File: src/rtl/unified_mem_arbiter_if.sv
// rtl/unified_mem_arbiter_if.sv - bundle of fetch, load/store and memory-macro signals for the arbiter
//
// Purpose: groups every non-clock/reset signal of unified_mem_arbiter.
//   slave  : arbiter view (requests and mem_rdata_i in; results, stalls and memory strobes out)
//   master : core/memory view (the opposite directions)
// Signals:
//   inst_ce_i, inst_addr_i                  fetch request and address
//   inst_o, inst_stall_o                    fetched word and fetch stall
//   dmem_re_i, dmem_we_i, dmem_addr_i,
//   dmem_wdata_i, dmem_wmask_i              load/store request
//   dmem_rdata_o, dmem_stall_o              load data and data stall
//   mem_en_o, mem_we_o, mem_addr_o,
//   mem_wdata_o, mem_rdata_i                single-port memory macro port
interface unified_mem_arbiter_if #(
   parameter int ADDR_W = 32
);
   logic              inst_ce_i;
   logic [ADDR_W-1:0] inst_addr_i;
   logic [31:0]       inst_o;
   logic              inst_stall_o;
   logic              dmem_re_i;
   logic              dmem_we_i;
   logic [ADDR_W-1:0] dmem_addr_i;
   logic [31:0]       dmem_wdata_i;
   logic [3:0]        dmem_wmask_i;
   logic [31:0]       dmem_rdata_o;
   logic              dmem_stall_o;
   logic              mem_en_o;
   logic [3:0]        mem_we_o;
   logic [ADDR_W-1:0] mem_addr_o;
   logic [31:0]       mem_wdata_o;
   logic [31:0]       mem_rdata_i;

   modport slave (
      input  inst_ce_i, inst_addr_i,
      input  dmem_re_i, dmem_we_i, dmem_addr_i, dmem_wdata_i, dmem_wmask_i,
      input  mem_rdata_i,
      output inst_o, inst_stall_o,
      output dmem_rdata_o, dmem_stall_o,
      output mem_en_o, mem_we_o, mem_addr_o, mem_wdata_o
   );

   modport master (
      output inst_ce_i, inst_addr_i,
      output dmem_re_i, dmem_we_i, dmem_addr_i, dmem_wdata_i, dmem_wmask_i,
      output mem_rdata_i,
      input  inst_o, inst_stall_o,
      input  dmem_rdata_o, dmem_stall_o,
      input  mem_en_o, mem_we_o, mem_addr_o, mem_wdata_o
   );
endinterface

File: src/rtl/unified_mem_arbiter.sv
// rtl/unified_mem_arbiter.sv - shares one single-port synchronous memory between fetch and load/store
//
// Purpose: arbitrates instruction fetch and MEM-stage load/store onto one memory macro.
//   Reads occupy LAT+1 cycles (issue, LAT-1 waits, completion); stores finish in their issue cycle.
//   Stalls go back to each requester until its access completes.
// Parameters: LAT (read latency in edges, 1..4), ADDR_W (address width).
// Ports:
//   clk  clock
//   rst  asynchronous active-high reset
//   bus  unified_mem_arbiter_if.slave (fetch port, load/store port, memory port)
// Optional feature: define ARB_FAIRNESS_EN for alternating priority under contention;
//   otherwise data requests always win over fetch.
module unified_mem_arbiter #(
   parameter int LAT    = 1,
   parameter int ADDR_W = 32
) (
   input  logic                    clk,
   input  logic                    rst,
   unified_mem_arbiter_if.slave    bus
);
   localparam int CW = $clog2(LAT + 1);
   localparam logic [CW-1:0] LAT_C = CW'(LAT);

   typedef enum logic [1:0] {IDLE, RD_I, RD_D} state_t;

   state_t            state_q, state_d;
   logic [CW-1:0]     cnt_q, cnt_d;
   logic [31:0]       ihold_q, ihold_d;
   logic [31:0]       dhold_q, dhold_d;
   logic [ADDR_W-1:0] addr_q, addr_d;
   logic [31:0]       wdata_q, wdata_d;
   logic              last_data_q, last_data_d;   // 1: data port got the last grant

   logic data_req, can_issue, pick_data, pick_fetch;
   logic read_done, fetch_done, load_done, store_done;

   always_comb begin
      data_req  = bus.dmem_re_i | bus.dmem_we_i;
      // Nothing issues while reset is held, so the memory strobes stay quiet.
      can_issue = (state_q == IDLE) & ~rst;
`ifdef ARB_FAIRNESS_EN
      pick_data = can_issue & data_req & (~bus.inst_ce_i | ~last_data_q);
`else
      pick_data = can_issue & data_req;
`endif
      pick_fetch = can_issue & bus.inst_ce_i & ~pick_data;

      read_done  = (state_q != IDLE) && (cnt_q == LAT_C);
      // A requester that dropped its request mid-read does not take the result.
      fetch_done = read_done && (state_q == RD_I) && bus.inst_ce_i;
      load_done  = read_done && (state_q == RD_D) && bus.dmem_re_i;
      store_done = pick_data & bus.dmem_we_i;

      state_d     = state_q;
      cnt_d       = cnt_q;
      ihold_d     = ihold_q;
      dhold_d     = dhold_q;
      addr_d      = addr_q;
      wdata_d     = wdata_q;
      last_data_d = last_data_q;

      if (pick_data) begin
         addr_d      = bus.dmem_addr_i;
         wdata_d     = bus.dmem_wdata_i;
         last_data_d = 1'b1;
         if (bus.dmem_re_i) begin
            state_d = RD_D;
            cnt_d   = CW'(1);
         end
      end else if (pick_fetch) begin
         addr_d      = bus.inst_addr_i;
         wdata_d     = 32'h0;
         last_data_d = 1'b0;
         state_d     = RD_I;
         cnt_d       = CW'(1);
      end else if (state_q != IDLE) begin
         if (read_done) begin
            state_d = IDLE;
            cnt_d   = '0;
         end else begin
            cnt_d = cnt_q + CW'(1);
         end
      end

      if (fetch_done) ihold_d = bus.mem_rdata_i;
      if (load_done)  dhold_d = bus.mem_rdata_i;
   end

   always_ff @(posedge clk or posedge rst) begin
      if (rst) begin
         state_q     <= IDLE;
         cnt_q       <= '0;
         ihold_q     <= 32'h0;
         dhold_q     <= 32'h0;
         addr_q      <= '0;
         wdata_q     <= 32'h0;
         last_data_q <= 1'b0;
      end else begin
         state_q     <= state_d;
         cnt_q       <= cnt_d;
         ihold_q     <= ihold_d;
         dhold_q     <= dhold_d;
         addr_q      <= addr_d;
         wdata_q     <= wdata_d;
         last_data_q <= last_data_d;
      end
   end

   // addr_d/wdata_d equal the held values outside an issue cycle.
   assign bus.mem_en_o     = pick_data | pick_fetch;
   assign bus.mem_we_o     = store_done ? bus.dmem_wmask_i : 4'b0000;
   assign bus.mem_addr_o   = addr_d;
   assign bus.mem_wdata_o  = wdata_d;
   assign bus.inst_o       = fetch_done ? bus.mem_rdata_i : ihold_q;
   assign bus.dmem_rdata_o = load_done ? bus.mem_rdata_i : dhold_q;
   assign bus.inst_stall_o = bus.inst_ce_i & ~fetch_done;
   assign bus.dmem_stall_o = data_req & ~(load_done | store_done);
endmodule
File: src/flat_wrapper.sv
// flat-port wrapper written by rule: the top's interface ports become plain ports
module unified_mem_arbiter_flat 
#(
   parameter int LAT    = 1,
   parameter int ADDR_W = 32
)
  (clk, rst, bus_inst_ce_i, bus_inst_addr_i, bus_dmem_re_i, bus_dmem_we_i, bus_dmem_addr_i, bus_dmem_wdata_i, bus_dmem_wmask_i, bus_mem_rdata_i, bus_inst_o, bus_inst_stall_o, bus_dmem_rdata_o, bus_dmem_stall_o, bus_mem_en_o, bus_mem_we_o, bus_mem_addr_o, bus_mem_wdata_o);
  unified_mem_arbiter_if #(.ADDR_W(ADDR_W)) bus_i ();
  input  logic clk;
  input  logic rst;
  input wire logic [$bits(bus_i.inst_ce_i)-1:0] bus_inst_ce_i;
  input wire logic [$bits(bus_i.inst_addr_i)-1:0] bus_inst_addr_i;
  input wire logic [$bits(bus_i.dmem_re_i)-1:0] bus_dmem_re_i;
  input wire logic [$bits(bus_i.dmem_we_i)-1:0] bus_dmem_we_i;
  input wire logic [$bits(bus_i.dmem_addr_i)-1:0] bus_dmem_addr_i;
  input wire logic [$bits(bus_i.dmem_wdata_i)-1:0] bus_dmem_wdata_i;
  input wire logic [$bits(bus_i.dmem_wmask_i)-1:0] bus_dmem_wmask_i;
  input wire logic [$bits(bus_i.mem_rdata_i)-1:0] bus_mem_rdata_i;
  output wire logic [$bits(bus_i.inst_o)-1:0] bus_inst_o;
  output wire logic [$bits(bus_i.inst_stall_o)-1:0] bus_inst_stall_o;
  output wire logic [$bits(bus_i.dmem_rdata_o)-1:0] bus_dmem_rdata_o;
  output wire logic [$bits(bus_i.dmem_stall_o)-1:0] bus_dmem_stall_o;
  output wire logic [$bits(bus_i.mem_en_o)-1:0] bus_mem_en_o;
  output wire logic [$bits(bus_i.mem_we_o)-1:0] bus_mem_we_o;
  output wire logic [$bits(bus_i.mem_addr_o)-1:0] bus_mem_addr_o;
  output wire logic [$bits(bus_i.mem_wdata_o)-1:0] bus_mem_wdata_o;
  assign bus_i.inst_ce_i = bus_inst_ce_i;
  assign bus_i.inst_addr_i = bus_inst_addr_i;
  assign bus_i.dmem_re_i = bus_dmem_re_i;
  assign bus_i.dmem_we_i = bus_dmem_we_i;
  assign bus_i.dmem_addr_i = bus_dmem_addr_i;
  assign bus_i.dmem_wdata_i = bus_dmem_wdata_i;
  assign bus_i.dmem_wmask_i = bus_dmem_wmask_i;
  assign bus_i.mem_rdata_i = bus_mem_rdata_i;
  assign bus_inst_o = bus_i.inst_o;
  assign bus_inst_stall_o = bus_i.inst_stall_o;
  assign bus_dmem_rdata_o = bus_i.dmem_rdata_o;
  assign bus_dmem_stall_o = bus_i.dmem_stall_o;
  assign bus_mem_en_o = bus_i.mem_en_o;
  assign bus_mem_we_o = bus_i.mem_we_o;
  assign bus_mem_addr_o = bus_i.mem_addr_o;
  assign bus_mem_wdata_o = bus_i.mem_wdata_o;
  unified_mem_arbiter #(.LAT(LAT), .ADDR_W(ADDR_W)) u_core (.clk(clk), .rst(rst), .bus(bus_i));
endmodule
File: config.mk
export PLATFORM = sky130hd
export DESIGN_NAME = unified_mem_arbiter_flat
export DESIGN_NICKNAME = d
export VERILOG_FILES = /design/src/rtl/unified_mem_arbiter_if.sv /design/src/rtl/unified_mem_arbiter.sv /design/src/flat_wrapper.sv
export SDC_FILE = /design/constraint.sdc
export NUM_CORES = 1
export LEC_CHECK = 0
export CORE_ASPECT_RATIO = 0.5
export CORE_MARGIN = 5
export CORE_UTILIZATION = 42
export CTS_CLUSTER_DIAMETER = 30
export DETAILED_ROUTE_END_ITERATION = 7
export GPL_TIMING_DRIVEN = 0
export PLACE_DENSITY = 0.93
export SYNTH_ARGS = -nofsm -noshare
export SYNTH_HDL_FRONTEND = slang
export SYNTH_SLANG_ARGS = --single-unit
File: constraint.sdc
create_clock -name clk -period 10.72 [get_ports clk]
set_clock_uncertainty 0.15 [all_clocks]
set_input_delay 2.144 -clock clk [delete_from_list [all_inputs] [get_ports clk]]
set_output_delay 2.144 -clock clk [all_outputs]
set_load 0.005 [all_outputs]
==> flow_summary.yaml <==
floorplan:
  fp.dieArea_sq_um: 14500
  coreArea_sq_um: 11800
  die_w_um: 166
  rows: 28
  ios: 272
  die_height_um: 87.8
  start_util: 0.429
clock_network:
  cts_max_level: 4
  cts.sinks: 131
  cts_tree: "yes"
  clk_pin_slew_ns: 0.06
  root_buffer: "clkbuf_16"
  post-cts-setup-buffers: 0
  cts.repair.resized: 0
  cts_made_buffers: 17
  cts_hold_buf: 0
  cts_max_path_buffers: 2
  clock_latency_ns: 0.40
yosys:
  synth_edf_count: 0
  yosys-top-cells-area: "dfrtp_1 65%, mux2_2 14%, a22o_1 5.5%"
  synth_nets: 484
  synth_cell_types: 29
  netlist_area_sq_um: 5080
  synth_fa_ha_area_frac: 0
  muxShareOfSynthArea: 0.142
  postSynthCellCount: 347
  synth_compound_area_frac: 0.159
  synth_xor_area_frac: 0
  yosysSeqAreaShare: 0.645
  synth-simple-area-share: 0.0207
  syn_area_per_cell_sq_um: 14.6
  synth-main-ff-cell: "dfrtp_1"
  ys_seq_elements: 131
  ys_warn_count: 0
  synth.top_cell.area_share: 0.645
  ys_async_sr_fraction: 1.00
  synth_area_leader_cell: "dfrtp_1"
  synth_top_family_by_area: "compound AO/OA/AOI/OAI gates"
final_layout:
  final_util: 0.729
  drive_above_1_share: 0.189
  antenna_cells: 0
  layout.nets: 775
  fin_area_sq_um: 8630
  area_growth_pct: 69.9
power:
  powerDensity_nw_per_um2: 252
  cellLeakagePower_nw: 3.68
  ir_worst_vdd_uv: 155
  p_total_mw: 2.18
sta:
  slew_viol_final: 0
  finalHoldViolations: 0
  fin_crit_sh: 0.634
  worst_pin_slew_ns: 0.628
  tns_ns: 0
  setup_ws_ns: 3.92
  setup_viol: 0
  max_freq_mhz: 147
  slew-limit-headroom: 0.581
  fin_crit_ns: 6.80
  rsz0062_at_grt: "no"
global_route:
  grt_max_degree: 68
  grt_overflow: 0
  grtUsageTotal: 0.238
  grt_pass1_wl_mm: 26.1
  grt_pass1_vias: 4764
  antenna_found_initial: 0
routing:
  dr_total_vias: 4169
  drt_iter0_markers: 223
  drc_errors: 0
  vias_per_cell: 5.11
  ant_nets: 0
  routed_wl_mm: 17.0
  wl_per_cell_um: 20.8
  firstDrtPassIters: 4
hold_path:
  hold_path_class: "flip-flop to flip-flop"
outcome:
  run_status: "finished, final reports clean"
worst_setup_path:
  crit_required_ns: 8.43
  crit_arrival_ns: 4.51
  worst-setup-path-type: "input pin to primary output"
  crit_buf_inv: 3
  path_max_fanout: 10
  cp_cell_sequence: "clkdlybuf4s50_1 -> nor2_1 -> buf_2 -> o22ai_1 -> a2bb2oi_1 -> clkdlybuf4s50_1"
  worst_path_most_repeated_cell: "clkdlybuf4s50_1"
  endpoint_kind: "primary output"
  crit_path_max_incr_delay_ns: 0.56
  crit_path_start_kind: "input pin"
  slowest_stage: "clkdlybuf4s50_1"
  crit_family: "buffers and inverters"
placed_design:
  hpwl_mm: 12.8
  gp_congestion: 0.905
  postPlaceCellArea_sq_um: 8030
  port_buffers: 271
  pre_cts_slack_ns: 3.93
flow_run:
  max-cap-violations: 0
==> report_power, final <==
| group | switching [mW] | internal [mW] | leakage, nW |
|---|---|---|---|
| logic | 0.312 | 0.543 | 1.82 |
| registers | 0.0559 | 0.683 | 1.58 |
| clock network | 0.228 | 0.358 | 0.283 |
==> per-layer routing <==
metal  vias to the layer above  routed length, um  global-route usage
li1                       1895                  -                   -
met1                      2117               6450               0.276
met2                       121               9370               0.437
met3                        36                648              0.0536
met4                         0                529              0.0906
met5                         -                  0                   0
==> path summary, 6_finish.rpt <==
| path | start | end | slack [ns] | cells after the start |
|---|---|---|---|---|
| min in group asynchronous | rst | u_core.addr_q[29]$_DFF_PP0_ | 2.11 | 2 |
| worst min register to register | u_core.dhold_q[26]$_DFF_PP0_ | u_core.dhold_q[26]$_DFF_PP0_ | 0.34 | 1 |
| worst max register to register | u_core.state_q[0]$_DFFE_PP0P_ | u_core.addr_q[11]$_DFF_PP0_ | 8.82 | 4 |
| worst max-delay path | bus_dmem_we_i | bus_mem_addr_o[28] | 3.92 | 6 |
| max in group asynchronous | rst | u_core.ihold_q[28]$_DFF_PP0_ | 7.53 | 3 |
| worst min-delay path | u_core.dhold_q[26]$_DFF_PP0_ | u_core.dhold_q[26]$_DFF_PP0_ | 0.34 | 1 |
==> flip-flops by register name, summed over array words and instances, names as in the netlist <==
name,cells
u_core.state_q,2
u_core.wdata_q,32
u_core.addr_q,32
u_core.dhold_q,32
u_core.cnt_q,1
u_core.ihold_q,32
==> stage by stage <==
step                      std cells  hold slack, ns
after floorplan                 347           0.333
after global placement          783           0.322
after detailed placement        784           0.331
after CTS                       816           0.344
after global routing            816           0.358
final                           816           0.339
==> cell usage after synthesis, types with 2 or more instances <==
| cell type | count |
|---|---|
| a2bb2oi_1 | 32 |
| buf_6 | 3 |
| mux2_1 | 2 |
| a21oi_1 | 2 |
| mux2_2 | 62 |
| nand2_1 | 2 |
| o22ai_1 | 33 |
| dfrtp_1 | 131 |
| and3_1 | 4 |
| a22o_1 | 32 |
| o21ai_0 | 2 |
| clkbuf_1 | 4 |
| buf_2 | 19 |
| inv_1 | 4 |
==> placed cells by master, fill, tap and decap left out, types with 5 or more instances in the layout <==
master / synthesis / final
dfrtp_1: 131 / 131
o22ai_1: 33 / 33
mux2_2: 62 / 62
clkbuf_16: 0 / 17
clkdlybuf4s50_1: 0 / 271
a2bb2oi_1: 32 / 32
a22o_1: 32 / 32
buf_2: 19 / 19
inv_6: 0 / 5
==> cell families after synthesis <==
logic type | count (synthesis)
compound gates | 104
buf+inv | 32
flops | 131
mux | 64
simple gates | 16
==> final cells by class <==
type / count / area (sq um)
inverter: 5 / 23.8
fill: 816 / 3210
clock buffer: 19 / 453
sequential: 131 / 3280
buffer: 27 / 149
multi-input combinational: 184 / 1640
tap: 165 / 206
clock inverter: 13 / 148
timing repair buffer: 272 / 2740
==> worst reg2reg max path, stage by stage (launching register included) <==
cell	delay, ns
dfrtp_1	0.47
nor3_2	0.28
buf_2	0.27
clkbuf_1	0.41
a2bb2oi_1	0.17
Note: power is estimated with default switching activity, not from simulation.
